**src/rtl/rob_queue_ctrl.sv**
```systemverilog
// Reorder-buffer sequencer on top of an external circular queue: in-order dispatch/commit,
// two round-robin arbitrated writeback units sharing the queue probe port, and a flush sequence.
module rob_queue_ctrl #(
    parameter int ADDR_WIDTH = 4,
    parameter int DEST_W     = 5,
    parameter int RES_W      = 8,
    localparam int EW        = 1 + DEST_W + RES_W
) (
    input  logic                  clk,
    input  logic                  reset,
    input  logic                  disp_valid,
    input  logic [DEST_W-1:0]     disp_dest,
    output logic                  disp_ready,
    output logic [ADDR_WIDTH-1:0] disp_tag,
    input  logic                  wb0_valid,
    input  logic [ADDR_WIDTH-1:0] wb0_tag,
    input  logic [RES_W-1:0]      wb0_result,
    output logic                  wb0_ack,
    input  logic                  wb1_valid,
    input  logic [ADDR_WIDTH-1:0] wb1_tag,
    input  logic [RES_W-1:0]      wb1_result,
    output logic                  wb1_ack,
    output logic                  wb_err,
    output logic                  commit_valid,
    input  logic                  commit_ready,
    output logic [DEST_W-1:0]     commit_dest,
    output logic [RES_W-1:0]      commit_result,
    output logic [15:0]           commit_count,
    input  logic                  flush_req,
    output logic                  busy_flush,
    output logic                  q_push,
    output logic                  q_pop,
    output logic                  q_flush,
    output logic                  q_probe_push,
    output logic [EW-1:0]         q_data,
    output logic [EW-1:0]         q_probe_din,
    input  logic [EW-1:0]         q_dout,
    input  logic [EW-1:0]         q_probe_dout,
    output logic [ADDR_WIDTH-1:0] q_probe_idx,
    input  logic                  q_empty,
    input  logic                  q_full,
    input  logic [ADDR_WIDTH-1:0] q_head,
    input  logic [ADDR_WIDTH-1:0] q_tail
);

    typedef enum logic [1:0] {RUN, FLUSH, RECOVER} state_t;

    state_t state;
    logic flushR, busyR, rr, wbErrR;
    logic [15:0] commitCount;

    logic gate, grant0, grant1, anyGrant, occupied;
    logic [ADDR_WIDTH:0] cnt;
    logic [ADDR_WIDTH-1:0] gTag, headDist;
    logic [RES_W-1:0] gRes;
    logic unusedProbe;

    always_comb begin
        gate     = reset && (state == RUN) && !flush_req;
        // q_full disambiguates head==tail between empty and a full ring
        cnt      = q_full ? {1'b1, {ADDR_WIDTH{1'b0}}} : {1'b0, q_tail - q_head};
        grant0   = gate && wb0_valid && (!wb1_valid || !rr);
        grant1   = gate && wb1_valid && (!wb0_valid || rr);
        anyGrant = grant0 || grant1;
        gTag     = grant1 ? wb1_tag : wb0_tag;
        gRes     = grant1 ? wb1_result : wb0_result;
        headDist = gTag - q_head;
        occupied = {1'b0, headDist} < cnt;
    end

    assign disp_ready    = gate && !q_full;
    assign q_push        = disp_valid && disp_ready;
    assign q_data        = {1'b0, disp_dest, {RES_W{1'b0}}};
    assign disp_tag      = q_tail;

    assign wb0_ack       = grant0;
    assign wb1_ack       = grant1;
    assign q_probe_idx   = gTag;
    assign q_probe_push  = anyGrant && occupied;
    assign q_probe_din   = {1'b1, q_probe_dout[EW-2 -: DEST_W], gRes};
    assign wb_err        = wbErrR;
    assign unusedProbe   = ^{q_probe_dout[EW-1], q_probe_dout[RES_W-1:0]};

    assign commit_valid  = gate && !q_empty && q_dout[EW-1];
    assign commit_dest   = q_dout[EW-2 -: DEST_W];
    assign commit_result = q_dout[RES_W-1:0];
    assign q_pop         = commit_valid && commit_ready;
    assign commit_count  = commitCount;

    assign q_flush       = reset && flushR;
    assign busy_flush    = busyR;

    always_ff @(posedge clk) begin
        if (!reset) begin
            state       <= RUN;
            flushR      <= 1'b0;
            busyR       <= 1'b0;
            rr          <= 1'b0;
            wbErrR      <= 1'b0;
            commitCount <= '0;
        end else begin
            wbErrR <= anyGrant && !occupied;
            if (grant0)
                rr <= 1'b1;
            else if (grant1)
                rr <= 1'b0;
            if (q_pop)
                commitCount <= commitCount + 16'd1;
            case (state)
                RUN: if (flush_req) begin
                    state  <= FLUSH;
                    flushR <= 1'b1;
                    busyR  <= 1'b1;
                end
                FLUSH: begin
                    state  <= RECOVER;
                    flushR <= 1'b0;
                end
                RECOVER: begin
                    state <= RUN;
                    busyR <= 1'b0;
                end
                default: begin
                    state  <= RUN;
                    flushR <= 1'b0;
                    busyR  <= 1'b0;
                end
            endcase
        end
    end

endmodule

```
**config.mk**
```make
export PLATFORM = sky130hd
export DESIGN_NAME = rob_queue_ctrl
export DESIGN_NICKNAME = d
export VERILOG_FILES = /design/src/rtl/rob_queue_ctrl.sv
export SDC_FILE = /design/constraint.sdc
export NUM_CORES = 1
export LEC_CHECK = 0
export CELL_PAD_IN_SITES_DETAIL_PLACEMENT = 0
export CELL_PAD_IN_SITES_GLOBAL_PLACEMENT = 1
export CORE_MARGIN = 2
export CORE_UTILIZATION = 23
export CTS_BUF_LIST = sky130_fd_sc_hd__clkbuf_4
export DETAILED_ROUTE_END_ITERATION = 8
export PLACE_DENSITY = 0.95
export SLEW_MARGIN = 20
export SYNTH_ARGS = -nofsm -noshare
export SYNTH_HDL_FRONTEND = slang
export SYNTH_SLANG_ARGS = --single-unit
export TNS_END_PERCENT = 100
```
**constraint.sdc**
```tcl
create_clock -name clk -period 6.37 [get_ports clk]
set_input_delay 0.9555 -clock clk [delete_from_list [all_inputs] [get_ports clk]]
set_output_delay 0.9555 -clock clk [all_outputs]
set_load 0.05 [all_outputs]
```
==> flow_summary.toml <==
[clocking]
cts_tree = "built"
htree_levels = 1
clock_latency_ns = 0.31
cts_setup_buffers = 0
holdBufCountCts = 0
cts_repair_resize_count = 0
clock-root-buffer = "clkbuf_4"
clkTransAtPathRegs_ns = 0.14
clockBufferDepth = 2
clock-sinks = 22
cts-buffers-inserted = 3

[detailed_routing]
detail-route-antenna-nets = 0
first_pass_iters = 4
drc_errors = 0
wl_um = 4312
dr.first_iter.drc_count = 18
post_drt_wl_per_cell_um = 11.91
num_vias = 1580
via_per_inst = 4.365

[logic_synthesis]
synth_edf_count = 0
synth_top_area_cell = "dfxtp_1"
syn_inst = 207
netlist_area_um2 = 1753
synth_warnings = 0
synthTopCellsByCount = "buf_4 (37), dfxtp_1 (22), a21oi_1 (15), inv_1 (13), o21ai_0 (13)"
yosysSeqAreaShare_pct = 25.12
yosys.area.top_type_share_pct = 25.12
yosys.cell_types.count = 38
synth_seq_cells = 22
ys_top_cells_by_area = "dfxtp_1 (25%), buf_4 (16%), ha_1 (7.1%)"
syn_area_per_cell_um2 = 8.468
synth_flop_cell = "dfxtp_1"
synth_most_common_cell = "buf_4"
async_reset_ff_share_pct = 0

[final_layout]
final_nets = 350
n_antenna_cell = 0
final_cells = 362
layout-drive-gt1-share_pct = 9.125
nFillCells = 752
layout-area-overhead-vs-synth_pct = 43.68

[flow_run]
max_cap_violations = 0

[sta]
final_max_slew_viol_count = 0
min_period_ns = 5.568
skew_ns = 0.007815
rsz0062_at_grt = "false"
tns_ns = 0
hold_viol_final = 0
final-setup-viol-count = 0
relSlewSlack_pct = 63.56
max_freq_mhz = 179.6
period_share_pct = 87.41
tightest_slew_ns = 0.5449

[setup_path]
cp_max_fo = 15
r2r_cells = 11
crit_required_ns = 5.41
startpoint_type = "primary input"
r2r-end = "wb_err"
crit_arrival_ns = 4.61
end_kind = "output port"
path_class = "primary input to output port"
reg2reg_from = "state[0]"
rrSetupSlack_ns = 3.24

[die]
dieArea_um2 = 8336
start_util_pct = 23.91
coreArea_um2 = 7331
die_w_um = 91.30
ios = 149
num_rows = 31
die_y_um = 91.30

[global_routing]
grtUsageTotal_pct = 10.61
overflow = 0
grt_pass1_vias = 1552
grt_pass1_wl_um = 7383
antenna_found_initial = 0
grt_start_max_net_pins = 18

[place]
place.detailed.hpwl_um = 3521
placedCellCount = 358
place_congestion = 0.7323
portBuffers = 83

[pwr]
power_density_nw_per_um2 = 157.5
irDropWorstVdd_v = 0.0001001
p_leak_nw = 0.9637
report.power.total_w = 0.0003967

[min_path]
hp-start = "commit_count[15]"
hold_path.class = "flip-flop to flip-flop"
min_to = "commit_count[15]"
min_delay_path_depth = 2

[run_status]
status = "complete, no violations"
[metrics by stage]
stage | hold slack, ns | utilization [%] | cell area (µm²) | setup WS [ns]
3_5_place_dp | 0.4802 | 33.64 | 2466 | 0.7476
2_1_floorplan | 0.4749 | - | 1783 | 1.071
6_report | 0.4946 | 34.36 | 2519 | 0.8018
3_3_place_gp | 0.4565 | 33.64 | 2466 | 0.7726
4_1_cts | 0.4992 | 34.36 | 2519 | 0.7402
5_1_grt | 0.5119 | 34.36 | 2519 | 0.4221
[area by class of cell]
class	count	area, µm²	area share [%]
sequential	22	440.4	17.49
clock buffer	3	22.52	0.8942
timing repair buffer	84	848.3	33.68
multi-input combinational	139	1001	39.74
clock inverter	1	30.03	1.192
inverter	14	52.55	2.086
tap	99	123.9	4.918
[state kept, by name (all words and copies together) (netlist names)]
name          cells
rr                1
commit_count     16
state             2
busy_flush        1
flushR            1
wb_err            1
[placed cells by master (no fill, tap or decap), types with 2 or more instances in the layout]
| cell | netlist | layout |
|---|---|---|
| a21o_1 | 2 | 2 |
| a21oi_1 | 15 | 15 |
| a31o_2 | 2 | 2 |
| and2_1 | 5 | 5 |
| and3_1 | 3 | 3 |
| and4_1 | 2 | 2 |
| clkbuf_4 | 0 | 3 |
| clkdlybuf4s50_1 | 0 | 82 |
| conb_1 | 2 | 10 |
| dfxtp_1 | 22 | 22 |
| fa_1 | 2 | 2 |
| ha_1 | 10 | 10 |
| inv_1 | 13 | 13 |
| mux2_2 | 11 | 11 |
| mux2i_1 | 2 | 2 |
| nand2_1 | 11 | 11 |
| nand2b_1 | 2 | 2 |
| nand3_1 | 4 | 4 |
| nand4_1 | 3 | 3 |
| nor2_1 | 4 | 4 |
| nor2b_1 | 2 | 2 |
| nor3_1 | 3 | 3 |
| o21ai_0 | 13 | 13 |
| o31ai_1 | 2 | 2 |
| or3_1 | 11 | 11 |
| or4_1 | 4 | 4 |
| xnor2_1 | 3 | 3 |
| xor2_1 | 5 | 5 |
[worst max-delay path by stage]
stage / startpoint / end / slack (ns) / depth (start not counted)
3_3_place_gp: reset / q_probe_push / 0.77 / 13
4_1_cts: reset / q_probe_push / 0.74 / 13
5_1_grt: reset / q_probe_push / 0.42 / 13
2_1_floorplan: flush_req / q_probe_push / 1.07 / 11
6_report: reset / q_probe_push / 0.80 / 13
3_5_place_dp: reset / q_probe_push / 0.75 / 13
[power breakdown]
part	internal [W]	leakage, nW	switching (W)
combinational	0.0000629	0.757	0.0000818
clock	0.0000636	0.0279	0.0000458
sequential	0.000140	0.178	0.00000213
[worst max-delay path, cell delays in order]
cell and delay (ns):
clkdlybuf4s50_1 0.61, nor4b_4 0.30, nand3_2 0.37, mux2_2 0.41
ha_1 0.32, a21o_1 0.17, a31oi_1 0.20, xnor2_1 0.16
xnor2_1 0.08, ha_1 0.19, a211oi_1 0.30, a2bb2oi_1 0.35
buf_12 0.18
[cells by family after synthesis]
kind of cell    share of synthesized area, %
buf+inv                                19.49
simple gates                           21.34
compound gates                         11.99
other cells                           0.4284
flops                                  25.12
fa+ha+maj                              9.422
xor+xnor                               3.997
mux                                    8.209
[layer usage]
metal  up-vias  track usage (%)  share of wire [%]
li1        788                -                  -
met1       730            13.35                 45
met2        54            17.78                 47
met3         8            3.402                6.8
met4         0            2.146                1.2
met5         -                0                  0
Power figures use the tool's default switching activity.
